<file path="src/rtl/byte_unstriping_if.sv">
// Lane inputs and rebuilt-stream outputs of the byte unstriper.
// master drives the lanes; slave is the unstriper itself.
interface byte_unstriping_if;
    logic [7:0] lane_0;
    logic       valid_0;
    logic [7:0] lane_1;
    logic       valid_1;
    logic [7:0] data_out;
    logic       valid_out;
    logic       ready_0;
    logic       ready_1;
    logic       overflow_0;
    logic       overflow_1;

    modport master (
        output lane_0, valid_0, lane_1, valid_1,
        input  data_out, valid_out, ready_0, ready_1, overflow_0, overflow_1
    );

    modport slave (
        input  lane_0, valid_0, lane_1, valid_1,
        output data_out, valid_out, ready_0, ready_1, overflow_0, overflow_1
    );
endinterface

</file>
<file path="src/rtl/byte_unstriping.sv">
// Rebuilds one byte stream from two striped lanes (even bytes on lane 0, odd on lane 1).
// Each lane buffers skew in a small FIFO; a strict round-robin reader preserves order.
module byte_unstriping #(
    parameter int unsigned DEPTH = 4,
    parameter int unsigned AW    = 2
) (
    input logic               clk_2f,
    input logic               reset,
    byte_unstriping_if.slave  bus
);

    localparam logic [AW:0] CountFull = (AW + 1)'(DEPTH);

    logic [7:0]    lane_in  [2];
    logic [1:0]    lane_vld;

    logic [7:0]    mem_q    [2][DEPTH];
    logic [7:0]    mem_d    [2][DEPTH];
    logic [AW-1:0] wr_ptr_q [2];
    logic [AW-1:0] wr_ptr_d [2];
    logic [AW-1:0] rd_ptr_q [2];
    logic [AW-1:0] rd_ptr_d [2];
    logic [AW:0]   count_q  [2];
    logic [AW:0]   count_d  [2];
    logic [1:0]    ovf_q, ovf_d;
    logic [1:0]    full, empty, rd_en, wr_en;
    logic          pop;
    logic          sel_q, sel_d;
    logic [7:0]    data_q, data_d;
    logic          valid_q, valid_d;

    assign lane_in[0]  = bus.lane_0;
    assign lane_in[1]  = bus.lane_1;
    assign lane_vld[0] = bus.valid_0;
    assign lane_vld[1] = bus.valid_1;

    always_comb begin
        mem_d    = mem_q;
        wr_ptr_d = wr_ptr_q;
        rd_ptr_d = rd_ptr_q;
        count_d  = count_q;
        ovf_d    = ovf_q;
        full     = '0;
        empty    = '0;
        wr_en    = '0;

        for (int l = 0; l < 2; l++) begin
            full[l]  = (count_q[l] == CountFull);
            empty[l] = (count_q[l] == '0);
        end

        // Only the lane whose turn it is may be read; the other waits even if it has data.
        pop      = !empty[sel_q];
        rd_en[0] = pop && !sel_q;
        rd_en[1] = pop && sel_q;

        for (int l = 0; l < 2; l++) begin
            // A read in the same cycle frees a slot, so a full FIFO still accepts.
            wr_en[l] = lane_vld[l] && (!full[l] || rd_en[l]);
            if (lane_vld[l] && full[l] && !rd_en[l]) begin
                ovf_d[l] = 1'b1;
            end
            if (wr_en[l]) begin
                mem_d[l][wr_ptr_q[l]] = lane_in[l];
                wr_ptr_d[l]           = wr_ptr_q[l] + 1'b1;
            end
            if (rd_en[l]) begin
                rd_ptr_d[l] = rd_ptr_q[l] + 1'b1;
            end
            count_d[l] = count_q[l] + (AW + 1)'(wr_en[l]) - (AW + 1)'(rd_en[l]);
        end

        if (pop) begin
            data_d  = mem_q[sel_q][rd_ptr_q[sel_q]];
            valid_d = 1'b1;
            sel_d   = ~sel_q;
        end else begin
            data_d  = 8'h00;
            valid_d = 1'b0;
            sel_d   = sel_q;
        end
    end

    always_ff @(posedge clk_2f or negedge reset) begin
        if (!reset) begin
            for (int l = 0; l < 2; l++) begin
                for (int i = 0; i < DEPTH; i++) begin
                    mem_q[l][i] <= 8'h00;
                end
                wr_ptr_q[l] <= '0;
                rd_ptr_q[l] <= '0;
                count_q[l]  <= '0;
            end
            ovf_q   <= '0;
            sel_q   <= 1'b0;
            data_q  <= 8'h00;
            valid_q <= 1'b0;
        end else begin
            mem_q    <= mem_d;
            wr_ptr_q <= wr_ptr_d;
            rd_ptr_q <= rd_ptr_d;
            count_q  <= count_d;
            ovf_q    <= ovf_d;
            sel_q    <= sel_d;
            data_q   <= data_d;
            valid_q  <= valid_d;
        end
    end

    assign bus.data_out   = data_q;
    assign bus.valid_out  = valid_q;
    assign bus.ready_0    = !full[0];
    assign bus.ready_1    = !full[1];
    assign bus.overflow_0 = ovf_q[0];
    assign bus.overflow_1 = ovf_q[1];

endmodule

</file>
<file path="src/flat_wrapper.sv">
// flat-port wrapper written by rule: the top's interface ports become plain ports
module byte_unstriping_flat 
#(
    parameter int unsigned DEPTH = 4,
    parameter int unsigned AW    = 2
)
  (clk_2f, reset, bus_lane_0, bus_valid_0, bus_lane_1, bus_valid_1, bus_data_out, bus_valid_out, bus_ready_0, bus_ready_1, bus_overflow_0, bus_overflow_1);
  byte_unstriping_if bus_i ();
  input logic clk_2f;
  input logic reset;
  input wire logic [$bits(bus_i.lane_0)-1:0] bus_lane_0;
  input wire logic [$bits(bus_i.valid_0)-1:0] bus_valid_0;
  input wire logic [$bits(bus_i.lane_1)-1:0] bus_lane_1;
  input wire logic [$bits(bus_i.valid_1)-1:0] bus_valid_1;
  output wire logic [$bits(bus_i.data_out)-1:0] bus_data_out;
  output wire logic [$bits(bus_i.valid_out)-1:0] bus_valid_out;
  output wire logic [$bits(bus_i.ready_0)-1:0] bus_ready_0;
  output wire logic [$bits(bus_i.ready_1)-1:0] bus_ready_1;
  output wire logic [$bits(bus_i.overflow_0)-1:0] bus_overflow_0;
  output wire logic [$bits(bus_i.overflow_1)-1:0] bus_overflow_1;
  assign bus_i.lane_0 = bus_lane_0;
  assign bus_i.valid_0 = bus_valid_0;
  assign bus_i.lane_1 = bus_lane_1;
  assign bus_i.valid_1 = bus_valid_1;
  assign bus_data_out = bus_i.data_out;
  assign bus_valid_out = bus_i.valid_out;
  assign bus_ready_0 = bus_i.ready_0;
  assign bus_ready_1 = bus_i.ready_1;
  assign bus_overflow_0 = bus_i.overflow_0;
  assign bus_overflow_1 = bus_i.overflow_1;
  byte_unstriping #(.DEPTH(DEPTH), .AW(AW)) u_core (.clk_2f(clk_2f), .reset(reset), .bus(bus_i));
endmodule
</file>
<file path="config.mk">
export PLATFORM = sky130hd
export DESIGN_NAME = byte_unstriping_flat
export DESIGN_NICKNAME = d
export VERILOG_FILES = /design/src/rtl/byte_unstriping_if.sv /design/src/rtl/byte_unstriping.sv /design/src/flat_wrapper.sv
export SDC_FILE = /design/constraint.sdc
export NUM_CORES = 1
export LEC_CHECK = 0
export BUFFER_PORTS_ARGS = -buffer_cell sky130_fd_sc_hd__buf_2
export CORE_ASPECT_RATIO = 0.9
export CORE_MARGIN = 2
export CORE_UTILIZATION = 27
export CTS_BUF_LIST = sky130_fd_sc_hd__clkbuf_4 sky130_fd_sc_hd__clkbuf_8 sky130_fd_sc_hd__clkbuf_16
export DETAILED_ROUTE_END_ITERATION = 12
export PLACE_DENSITY_LB_ADDON = 0.2
export SYNTH_ARGS = -nofsm -noshare
export SYNTH_HDL_FRONTEND = slang
export SYNTH_SLANG_ARGS = --single-unit
</file>
<file path="constraint.sdc">
create_clock -name clk_2f -period 5.1 [get_ports clk_2f]
set_clock_uncertainty 0.2 [all_clocks]
set_input_delay 1.02 -clock clk_2f [delete_from_list [all_inputs] [get_ports clk_2f]]
set_output_delay 1.02 -clock clk_2f [all_outputs]
set_load 0.02 [all_outputs]
</file>
==> results.sh, run 1 <==
export IMPL_drive_gt1_share_pct=29.0
export IMPL_cts_root_buf="clkbuf_16"
export IMPL_mostFrequentLayoutCell="dfrtp_1"
export IMPL_ys_top_cells_by_area="dfrtp_1 (54%), mux2_2 (10%), mux2_1 (9.8%)"
export IMPL_place_congestion=0.735
export IMPL_placementRows=42
export IMPL_synthCells=302
export IMPL_fp_coreArea_sq_um=14800
export IMPL_end_kind="register"
export IMPL_synth_nets=336
export IMPL_final_antenna_net_count=0
export IMPL_fin_cells=539
export IMPL_p_sw_mw=1.20
export IMPL_grt_total_usage_pct=11.2
export IMPL_ir_drop_uv=307
export IMPL_drt_pass1_iter_count=4
export IMPL_grt_busiest_layer="met2"
export IMPL_p_leak_nw=2.15
export IMPL_n_antenna_cell=0
export IMPL_place_inst=523
export IMPL_insertion_delay_ps=340
export IMPL_p_comb_share_pct=39.8
export IMPL_die_w_um=134
export IMPL_worstPathMaxFanout=8
export IMPL_fin_crit_sh_pct=55.6
export IMPL_cp_start_kind="input port"
export IMPL_met2_usage_pct=18.8
export IMPL_fin_nets=370
export IMPL_max_slew_margin_pct=24.5
export IMPL_ys_seq_area_share_pct=54.4
export IMPL_clk_pin_slew_worst_paths_ps=60
export IMPL_synth_distinct_cells=33
export IMPL_grt_pass1_vias=2601
export IMPL_design_area_sq_um=4800
export IMPL_synth_top_area_share_pct=54.4
export IMPL_drc_errors=0
export IMPL_hold_buffers=0
export IMPL_fin_setup_tns_ps=0
export IMPL_cts_buffers=9
export IMPL_max_freq_mhz=353
export IMPL_grtUsageMet3_pct=3.68
export IMPL_clock_sinks=90
export IMPL_die_y_um=121
export IMPL_cap_violations=0
export IMPL_p_int_mw=2.14
export IMPL_p_per_area_nw_per_um2=696
export IMPL_grt_pass1_wl_um=13800
export IMPL_io_buffers=32
export IMPL_avgRoutedWirePerCell_um=15.4
export IMPL_rsz0062_at_grt="no"
export IMPL_yosys_area_top_type="dfrtp_1"
export IMPL_clock_power_share_pct=20.0
export IMPL_report_final_slew_viol_count=0
export IMPL_syn_avg_cell_area_sq_um=13.7
export IMPL_netlist_area_sq_um=4140
export IMPL_grt_max_degree=63
export IMPL_initial_core_util_pct=27.9
export IMPL_die_area_sq_um=16300
export IMPL_status="completed"
export IMPL_holdCritPathClass="register to register"
export IMPL_dpl_hpwl_um=5940
export IMPL_cts_path_max_buffers=2
export IMPL_routed_wl_um=8280
export IMPL_fin_crit_ps=2830
export IMPL_seqPwrFrac_pct=40.2
export IMPL_tightest_slew_ps=1130
export IMPL_dp_slack_ps=1890
export IMPL_htree_num_levels=3
export IMPL_ios=33
export IMPL_final_cell_mix="dfrtp_1 (90), mux2_2 (38), mux2_1 (36)"
export IMPL_synth_seq_cells=90
export IMPL_synthToLayoutAreaGrowth_pct=16.1
export IMPL_setup_slack_ps=2270
export IMPL_use_met1_pct=13.8
export IMPL_setup_viol=0
export IMPL_cts_resized=0
export IMPL_cts_tree="built"
export IMPL_grt_overflow_total=0
export IMPL_antenna_found_initial=0
export IMPL_placed_area_sq_um=4500
export IMPL_vias=2401
export IMPL_cp_arrival_ps=2860
export IMPL_routed_via_density=4.45
export IMPL_swShare_pct=36.0
export IMPL_hold_worst_slack_ps=265
export IMPL_hold_viol_final=0
export IMPL_ys_warn_count=0
export IMPL_drt_iter0_markers=70
export IMPL_crit_type="input port to register"
export IMPL_cts_setup_buffers=0
export IMPL_cp_required_ps=5130
==> worst paths after layout <==
path / slack, ps / end / start / cells after the start
max: 2270 / u_core.count_q[2] / bus_valid_1 / 7
min: 270 / u_core.ovf_q[1] / u_core.ovf_q[1] / 1
max reg2reg: 2430 / u_core.count_q[2] / u_core.count_q[2] / 7
min reg2reg: 270 / u_core.ovf_q[1] / u_core.ovf_q[1] / 1
max in group asynchronous: 3240 / u_core.mem_q[53] / reset / 2
min in group asynchronous: 560 / u_core.bus.data_out[7] / reset / 1
==> flip-flops by register name, summed over array words and instances (netlist names) <==
signal / cells
u_core.bus.data_out: 8
u_core.rd_ptr_q: 4
u_core.ovf_q: 2
u_core.sel_q: 1
u_core.wr_ptr_q: 4
u_core.count_q: 6
u_core.bus.valid_out: 1
u_core.mem_q: 64
==> critical path: stages <==
cell	delay, ps
buf_2	80
nor2b_1	790
ha_1	270
inv_1	50
fa_1	370
xnor2_1	150
xnor2_1	130
==> metrics by stage <==
stage | util [%] | power (mW)
after floorplan | - | 2.37
after global placement | 30.4 | 2.69
after detailed placement | 30.4 | 2.72
after CTS | 32.4 | 3.41
after global routing | 32.4 | 3.61
final | 32.4 | 3.34
==> per-layer routing <==
| layer | share of wire [%] | wire length (um) |
|---|---|---|
| met1 | 47 | 3930 |
| met5 | 0 | 0 |
| met4 | 1.1 | 89 |
| met2 | 47 | 3920 |
| met3 | 4.2 | 344 |
==> synthesized netlist by cell type <==
cell and number:
o21ai_0 2, a21boi_1 1, dfrtp_1 90, ha_1 12, a22oi_1 5, fa_1 2
xor2_1 3, o211ai_1 8, a31o_2 1, a221oi_1 2, mux2i_1 11, a21oi_1 8
buf_2 5, nor4b_2 1, a21o_1 2, nand2b_1 1, nor2_1 4, mux2_1 36
clkbuf_1 2, a211oi_1 1, nor3b_2 1, buf_4 4, a211o_1 3, nand2_1 13
nor2b_1 3, nor3_1 2, nor4_1 1, mux2_2 38, xnor2_1 7, inv_1 14
a22o_1 10, and2b_1 1, nand2_4 8
==> final cells by class <==
class / instances / area [sq um]
clock buffer: 9 / 225
fill: 1534 / 10000
multi-input combinational: 187 / 1770
tap: 198 / 248
inverter: 14 / 52.6
timing repair buffer: 34 / 178
sequential: 90 / 2250
clock inverter: 7 / 78.8
==> power groups by stage <==
stage	registers [mW]	logic, mW	clock network [mW]
after floorplan	1.31	1.06	0
after global placement	1.35	1.33	0
after detailed placement	1.36	1.36	0
after CTS	1.35	1.36	0.694
after global routing	1.39	1.50	0.724
final	1.34	1.33	0.669
==> cell families (layout without fill, tap and decap cells) <==
logic type / count (synthesis) / count (layout) / share of synthesized area, %
and+or+nand+nor: 35 / 35 / 5.57
AOI/OAI and AO/OA: 43 / 43 / 7.68
xor gates and xnor gates: 10 / 10 / 2.12
buffers and inverters: 25 / 64 / 2.78
adders and majority gates: 14 / 14 / 4.60
muxes: 85 / 85 / 22.8
DFF: 90 / 90 / 54.4
Note: power is estimated with default switching activity, not from simulation.
==> run 2, diff against run 1 <==
==> constraint.sdc (replaced) <==
create_clock -name clk_2f -period 2.57 [get_ports clk_2f]
set_clock_uncertainty 0.2 [all_clocks]
set_input_delay 0.514 -clock clk_2f [delete_from_list [all_inputs] [get_ports clk_2f]]
set_output_delay 0.514 -clock clk_2f [all_outputs]
set_load 0.02 [all_outputs]
==> results.sh, run 2 (synthesized netlist as in run 1, its figures left out) <==
export IMPL_max_slew_margin_pct=61.1
export IMPL_grt_pass1_vias=2716
export IMPL_antenna_found_initial=0
export IMPL_placementRows=42
export IMPL_largest_reg_flops=64
export IMPL_crit_buf_inv=2
export IMPL_p_leak_nw=2.23
export IMPL_routed_wl_um=8310
export IMPL_cp_required_ps=2620
export IMPL_n_antenna_cell=0
export IMPL_setup_viol=0
export IMPL_insertion_delay_ps=330
export IMPL_drc_errors=0
export IMPL_cts_root_buf="clkbuf_16"
export IMPL_cts_resized=0
export IMPL_cap_violations=0
export IMPL_avgRoutedWirePerCell_um=15.3
export IMPL_crit_type="register to register"
export IMPL_dpl_hpwl_um=6240
export IMPL_fin_crit_sh_pct=92.9
export IMPL_clock_sinks=90
export IMPL_place_inst=527
export IMPL_fin_crit_ps=2390
export IMPL_fin_nets=375
export IMPL_cp_start_kind="register"
export IMPL_synthToLayoutAreaGrowth_pct=19.5
export IMPL_place_congestion=0.704
export IMPL_p_sw_mw=2.33
export IMPL_routed_via_density=4.54
export IMPL_cts_setup_buffers=0
export IMPL_ir_drop_uv=688
export IMPL_drt_pass1_iter_count=4
export IMPL_p_comb_share_pct=38.2
export IMPL_path_delay_family="adder cells"
export IMPL_tightest_slew_ps=584
export IMPL_cts_path_max_buffers=2
export IMPL_mostFrequentLayoutCell="dfrtp_1"
export IMPL_critical_path_max_stage_delay_ps=460
export IMPL_status="completed"
export IMPL_htree_num_levels=3
export IMPL_hold_viol_final=0
export IMPL_largest_register="u_core.mem_q"
export IMPL_grt_max_degree=42
export IMPL_p_int_mw=4.68
export IMPL_fin_cells=544
export IMPL_cts_buffers=9
export IMPL_holdCritPathClass="input port to register"
export IMPL_grt_total_usage_pct=11.5
export IMPL_fin_setup_tns_ps=0
export IMPL_cp_arrival_ps=2440
export IMPL_clk_pin_slew_worst_paths_ps=60
export IMPL_swShare_pct=33.3
export IMPL_final_antenna_net_count=0
export IMPL_end_kind="register"
export IMPL_worstPathMaxFanout=5
export IMPL_drt_iter0_markers=64
export IMPL_cp_slowest_cell="dfrtp_1"
export IMPL_ios=33
export IMPL_fp_coreArea_sq_um=14800
export IMPL_initial_core_util_pct=27.9
export IMPL_drive_gt1_share_pct=29.8
export IMPL_die_w_um=134
export IMPL_rsz0062_at_grt="no"
export IMPL_final_cell_mix="dfrtp_1 (90), mux2_2 (38), mux2_1 (36)"
export IMPL_fill_cells=1496
export IMPL_grt_pass1_wl_um=14300
export IMPL_p_per_area_nw_per_um2=1420
export IMPL_grt_overflow_total=0
export IMPL_seqPwrFrac_pct=37.6
export IMPL_die_y_um=121
export IMPL_report_final_slew_viol_count=0
export IMPL_io_buffers=32
export IMPL_vias=2469
export IMPL_clock_power_share_pct=24.2
export IMPL_cts_tree="built"
export IMPL_die_area_sq_um=16300
export IMPL_path_cells="nor3_1, nor2b_1, ha_1, inv_1, ha_1, inv_1, fa_1, xnor2_1, xnor2_1"
export IMPL_max_freq_mhz=419
## run 2: cell count changes in the layout (fill, tap and decap cells not counted)
cell / change
dlygate4sd3_1: +1
bufinv_16: +4
clkbuf_4: +2
inv_6: -1
buf_12: +1
clkinv_4: -2
clkinvlp_4: -3
buf_4: +3
## run 2: layer usage
metal	global-route usage, %	up-vias	part of all wire (%)
met5	0	-	0
met4	3.95	0	1.4
met3	3.09	12	4.1
met2	18.7	40	48
met1	14.7	1262	47
li1	-	1155	-
## run 2: path summary, 6_finish.rpt
kind                                   startpoint                end  slack, ps  cells after the start
worst max-delay path            u_core.count_q[1]  u_core.count_q[2]        180                      9
worst min-delay path                  bus_valid_1    u_core.ovf_q[1]        190                      2
worst max register to register  u_core.count_q[1]  u_core.count_q[2]        180                      9
worst min register to register    u_core.ovf_q[1]    u_core.ovf_q[1]        260                      1
max in group asynchronous                   reset   u_core.mem_q[37]       1030                      3
min in group asynchronous                   reset   u_core.mem_q[20]        450                      2
## run 2: repair_timing
action                                  CTS  global route
hold buffers                              1             0
endpoints found under the setup margin    0             0
endpoints found under the hold margin    26             0
## run 2: per-stage QoR
| step | hold WS (ps) | total power [mW] | utilization, % | instance area, sq um | setup slack [ps] |
|---|---|---|---|---|---|
| floorplan | 18.4 | 4.70 | - | 4140 | 290 |
| global placement | 239 | 5.34 | 30.6 | 4540 | 256 |
| detailed placement | 240 | 5.43 | 30.6 | 4540 | 185 |
| CTS | 172 | 7.15 | 33.4 | 4940 | 165 |
| global route | 198 | 7.62 | 33.4 | 4940 | 35.1 |
| finish | 190 | 7.01 | 33.4 | 4940 | 183 |
## run 2: layout make-up
| cell class | count | area (sq um) | share of cell area [%] |
|---|---|---|---|
| inverters | 14 | 52.6 | 1.06 |
| well taps | 198 | 248 | 5.01 |
| multi-input cells | 187 | 1770 | 35.8 |
| clock inverters | 5 | 150 | 3.04 |
| flip-flops and latches | 90 | 2250 | 45.6 |
| repair buffers | 39 | 230 | 4.66 |
| clock buffers | 11 | 240 | 4.86 |
## run 2: power groups by stage
stage | registers (mW) | clock network (mW) | logic (mW)
floorplan | 2.60 | 0 | 2.09
global placement | 2.65 | 0 | 2.69
detailed placement | 2.68 | 0 | 2.75
CTS | 2.65 | 1.75 | 2.75
global route | 2.75 | 1.81 | 3.06
finish | 2.64 | 1.69 | 2.68
